`src/rtl/demux8_rr_ctrl.sv`:
```
// rtl/demux8_rr_ctrl.sv - round-robin burst scheduler for the 1-to-8 demux datapath
//
// Hands one valid/ready input stream to one of eight channels at a time for
// BURST beats, skipping disabled channels and rotating among enabled ones.
//
// Ports:
//   clk, rst_n           clock, synchronous active-low reset
//   in_valid/in_data     upstream beat
//   in_ready             upstream beat accepted this cycle
//   en[7:0]              channel enable mask
//   out_ready[7:0]       per-channel sink ready
//   out_valid[7:0]       per-channel valid (one-hot or zero)
//   out_data             in_data broadcast to all channels
//   sel[2:0]             currently granted channel
//   last                 handshake of the final beat of a burst
//   busy                 scheduler not idle
module demux8_rr_ctrl #(
  parameter int DW    = 8,
  parameter int BURST = 4
) (
  input  logic          clk,
  input  logic          rst_n,
  input  logic          in_valid,
  input  logic [DW-1:0] in_data,
  output logic          in_ready,
  input  logic [7:0]    en,
  input  logic [7:0]    out_ready,
  output logic [7:0]    out_valid,
  output logic [DW-1:0] out_data,
  output logic [2:0]    sel,
  output logic          last,
  output logic          busy
);

  localparam int CW = (BURST > 1) ? $clog2(BURST) : 1;
  localparam logic [CW-1:0] CNT_LAST = CW'(BURST - 1);

  localparam logic [1:0] IDLE = 2'd0;
  localparam logic [1:0] SEEK = 2'd1;
  localparam logic [1:0] XFER = 2'd2;

  logic [1:0]    state;
  logic [2:0]    ptr;
  logic [CW-1:0] cnt;
  logic [2:0]    pick;
  logic          live;
  logic          hs;

  // First enabled channel at or after ptr, wrapping modulo 8. Scanning from
  // the far end lets the nearest candidate overwrite the others.
  always_comb begin
    logic [2:0] idx;
    pick = ptr;
    idx  = ptr;
    for (int k = 7; k >= 0; k--) begin
      idx = ptr + 3'(k);
      if (en[idx]) pick = idx;
    end
  end

  // Outputs are gated by rst_n so nothing leaks out while reset is held,
  // even in the first reset cycle when state has not yet been cleared.
  assign live      = rst_n && (state == XFER) && en[sel];
  assign in_ready  = live && out_ready[sel];
  assign out_valid = (live && in_valid) ? (8'd1 << sel) : 8'd0;
  assign hs        = in_valid && in_ready;
  assign last      = hs && (cnt == CNT_LAST);
  assign busy      = rst_n && (state != IDLE);
  assign out_data  = in_data;

  always_ff @(posedge clk) begin
    if (!rst_n) begin
      state <= IDLE;
      sel   <= 3'd0;
      ptr   <= 3'd0;
      cnt   <= '0;
    end else begin
      case (state)
        IDLE: begin
          if (in_valid && (|en)) state <= SEEK;
        end
        SEEK: begin
          if (|en) begin
            sel   <= pick;
            cnt   <= '0;
            state <= XFER;
          end else begin
            state <= IDLE;
          end
        end
        XFER: begin
          if (!en[sel]) begin
            // Granted channel vanished: drop the partial burst and move on.
            ptr   <= sel + 3'd1;
            state <= IDLE;
          end else if (hs) begin
            cnt <= cnt + CW'(1);
            if (cnt == CNT_LAST) begin
              ptr   <= sel + 3'd1;
              state <= IDLE;
            end
          end
        end
        default: state <= IDLE;
      endcase
    end
  end

endmodule

```
`config.mk`:
```
export PLATFORM = sky130hd
export DESIGN_NAME = demux8_rr_ctrl
export DESIGN_NICKNAME = d
export VERILOG_FILES = /design/src/rtl/demux8_rr_ctrl.sv
export SDC_FILE = /design/constraint.sdc
export NUM_CORES = 1
export LEC_CHECK = 0
export ABC_AREA = 0
export CORE_MARGIN = 5
export CORE_UTILIZATION = 47
export CTS_CLUSTER_SIZE = 30
export DETAILED_ROUTE_END_ITERATION = 10
export GPL_TIMING_DRIVEN = 1
export PLACE_DENSITY = 0.81
export SLEW_MARGIN = 40
export SYNTH_ARGS = -nofsm -noshare
export SYNTH_HDL_FRONTEND = slang
export SYNTH_SLANG_ARGS = --single-unit
```
`constraint.sdc`:
```
create_clock -name clk -period 3.7 [get_ports clk]
set_clock_uncertainty 0.1 [all_clocks]
set_input_delay 0.74 -clock clk [delete_from_list [all_inputs] [get_ports clk]]
set_output_delay 0.74 -clock clk [all_outputs]
set_load 0.01 [all_outputs]
```
==> flow_summary_export.csv, run 1 <==
group,metric,value,unit
status,status,"completed",
logic_synthesis,synth_flop_cell,"dfxtp_1",
logic_synthesis,async_reset_ff_frac,0,
logic_synthesis,syn_nets,207,
finish,antenna_cells,0,
floorplanning,start_util,0.4952,
logic_synthesis,seq_area_frac_synth,0.1303,
global_routing,grt_max_degree,18,
setup_path,cp_data_arrival_time,2.77,ns
route,ant_nets,0,
logic_synthesis,netlist_area,1536,µm²
logic_synthesis,yosys_register_bits,10,
placement,hpwl,3339,µm
finish,final_cell_mix,"clkdlybuf4s50_1, buf_4, nand2_1, nor2_1, mux4_2",
sta,relSlewSlack,0.6623,
floorplanning,fp.dieH,67.18,µm
clock_network,cts_tree,"done",
clock_network,clockRootBuffer,"clkbuf_4",
floorplanning,core.rowCount,20,
pwr,max-vdd-ir-drop,199.4,µV
setup_path,crit_type,"in2out",
placement,portBuffers,32,
sta,slew_viol_final,0,
finish,final_core_util,0.6609,
clock_network,clk_pin_slew_worst_paths,0.07,ns
route,firstDrtPassIters,4,
pwr,p_per_area,208.7,nW/µm²
pwr,p_clk_frac,0.245,
sta,max_freq,277.3,MHz
setup_path,worstReg2RegStart,"sel[1]",
sta,grt_setup_unrepaired,"no",
run,cap_viol_max_count,0,
sta,tightest_slew,0.5066,ns
global_routing,grt_overflow,0,
setup_path,crit_fanout,4,
sta,setup_tns,0,ns
setup_path,rr_endpoint,"ptr[2]",
clock_network,ctsLongestPathBuffers,2,
setup_path,critical_path.endpoint,"in_ready",
floorplanning,die_area,4512,µm²
floorplanning,ios,49,
setup_path,crit_path_end_kind,"output pin",
pwr,finalPower,0.0004280,W
logic_synthesis,ys_types,45,
pwr,combPwrFrac,0.472,
route,num_vias,1614,
placement,routabilityCongestion,0.8700,
logic_synthesis,synth_edf_count,0,
route,dr.first_iter.drc_count,142,
pwr,power.internal,0.0002829,W
pwr,p_seq_frac,0.283,
floorplanning,die_w,67.18,µm
sta,min_period,3.607,ns
clock_network,clock-sinks,10,
global_routing,grt_antenna_before_repair,0,
finish,drive_gt1_frac,0.2315,
pwr,leakagePower,0.9482,nW
logic_synthesis,yosysWarnings,0,
global_routing,grt_pass1_vias,1491,
clock_network,worstSkewPairLatency,0.28,ns
clock_network,h-tree-depth,1,
pwr,p_sw,0.0001451,W
sta,fin_crit_sh,0.9748,
route,wl,4545,µm
global_routing,grt_pass1_wl,7396,µm
route,viasPerCell,6.208,
setup_path,crit_start,"en[7]",
placement,place_inst,246,
setup_path,reg2regPathDepth,15,
setup_path,cp-start-kind,"input pin",
finish,area_delta_synth_final,33.47,%
sta,hold_viol_final,0,
route,wl_per_cell,17.48,µm
pwr,switching_share,0.3390,
clock_network,cts_inserted_buffers,3,
setup_path,required,2.86,ns
route,post-route-drc-count,0,
floorplanning,core-area,3103,µm²
logic_synthesis,synth_area_per_cell,8.985,µm²
setup_path,r2r_slack,0.55,ns
finish,nets,253,
worst_hold_path,hp-class,"reg2reg",
sta,setup_viol,0,
global_routing,grtUsageTotal,0.2103,
finish,fin_cells,260,
logic_synthesis,syn_inst,171,
per-layer routing:
metal  GRT usage  part of all wire
met3     0.04825             0.055
met5           0                 0
met2      0.3595              0.52
met4     0.04557             0.018
met1      0.2698              0.41
cells by family (layout without fill, tap and decap cells):
logic type	after synthesis	after routing	share of synthesized area
fa+ha+maj	9	9	0.07329
buf+inv	25	70	0.09284
flops	10	10	0.1303
compound gates	34	34	0.1547
mux	31	31	0.3404
simple gates	59	59	0.1914
xor+xnor	3	3	0.01710
flip-flops by register name, summed over array words and instances (netlist names):
register	count
ptr	3
sel	3
cnt	2
state	2
synth_stat cells, types with 4 or more instances:
| cell | n | share of area |
|---|---|---|
| a21oi_1 | 10 | 0.033 |
| buf_4 | 8 | 0.039 |
| nor2_1 | 15 | 0.037 |
| and2_1 | 6 | 0.024 |
| and3_1 | 6 | 0.024 |
| nand2_1 | 15 | 0.037 |
| mux2i_1 | 11 | 0.072 |
| dfxtp_1 | 10 | 0.13 |
| nor3_1 | 4 | 0.013 |
| ha_1 | 9 | 0.073 |
| mux4_2 | 12 | 0.18 |
| inv_1 | 10 | 0.024 |
stage by stage:
step,worst slack [ns],cell area [µm²],hold WS [ns]
after floorplan,0.9323,1536,0.3478
after global placement,0.03364,1912,0.3579
after detailed placement,0.002161,1912,0.3796
after CTS,0.002103,2017,0.3891
after global routing,0.003582,2051,0.4266
final,0.09315,2051,0.3869
worst min path at each step:
| stage | cells after the start | slack [ns] | to | start |
|---|---|---|---|---|
| floorplan | 1 | 0.35 | state[0] | state[0] |
| global placement | 1 | 0.36 | state[0] | state[0] |
| detailed placement | 1 | 0.38 | state[0] | state[0] |
| CTS | 1 | 0.39 | state[0] | state[0] |
| global route | 2 | 0.43 | cnt[1] | cnt[1] |
| finish | 1 | 0.39 | state[0] | state[0] |
area by class of cell:
class	count	area, µm²
timing repair buffer	56	516.7
inverter	10	37.54
clock buffer	4	36.28
sequential	10	200.2
tap	44	55.05
fill	268	1052
multi-input combinational	136	1205
power by group through the flow:
stage | Combinational (W) | Clock (W) | Sequential [W]
after floorplan | 0.000116 | 0 | 0.000122
after global placement | 0.000163 | 0 | 0.000123
after detailed placement | 0.000169 | 0 | 0.000124
after CTS | 0.000192 | 0.000106 | 0.000121
after global routing | 0.000218 | 0.000111 | 0.000122
final | 0.000202 | 0.000105 | 0.000121
what timing repair did:
action | CTS | global route
pin swaps | 0 | 0
setup buffers | 9 | 1
gates resized for setup | 2 | 9
hold buffers | 0 | 0
endpoints found under the setup margin | 1 | 9
critical path, stage by stage:
cell             delay [ns]
clkdlybuf4s50_1        0.49
mux4_2                 0.26
mux2i_2                0.08
or2_4                  0.28
buf_4                  0.13
nor3_1                 0.20
clkdlybuf4s50_1        0.58
Note: power is estimated with default switching activity, not from simulation.
==> run 2: changes to the inputs <==
--- a/config.mk
+++ b/config.mk
@@ -6,6 +6,7 @@
 export NUM_CORES = 1
 export LEC_CHECK = 0
 export ABC_AREA = 0
+export CAP_MARGIN = 20
 export CORE_MARGIN = 5
 export CORE_UTILIZATION = 47
 export CTS_CLUSTER_SIZE = 30
==> results of run 2 <==
Final layout, timing and power as in run 1 (identical DEF).
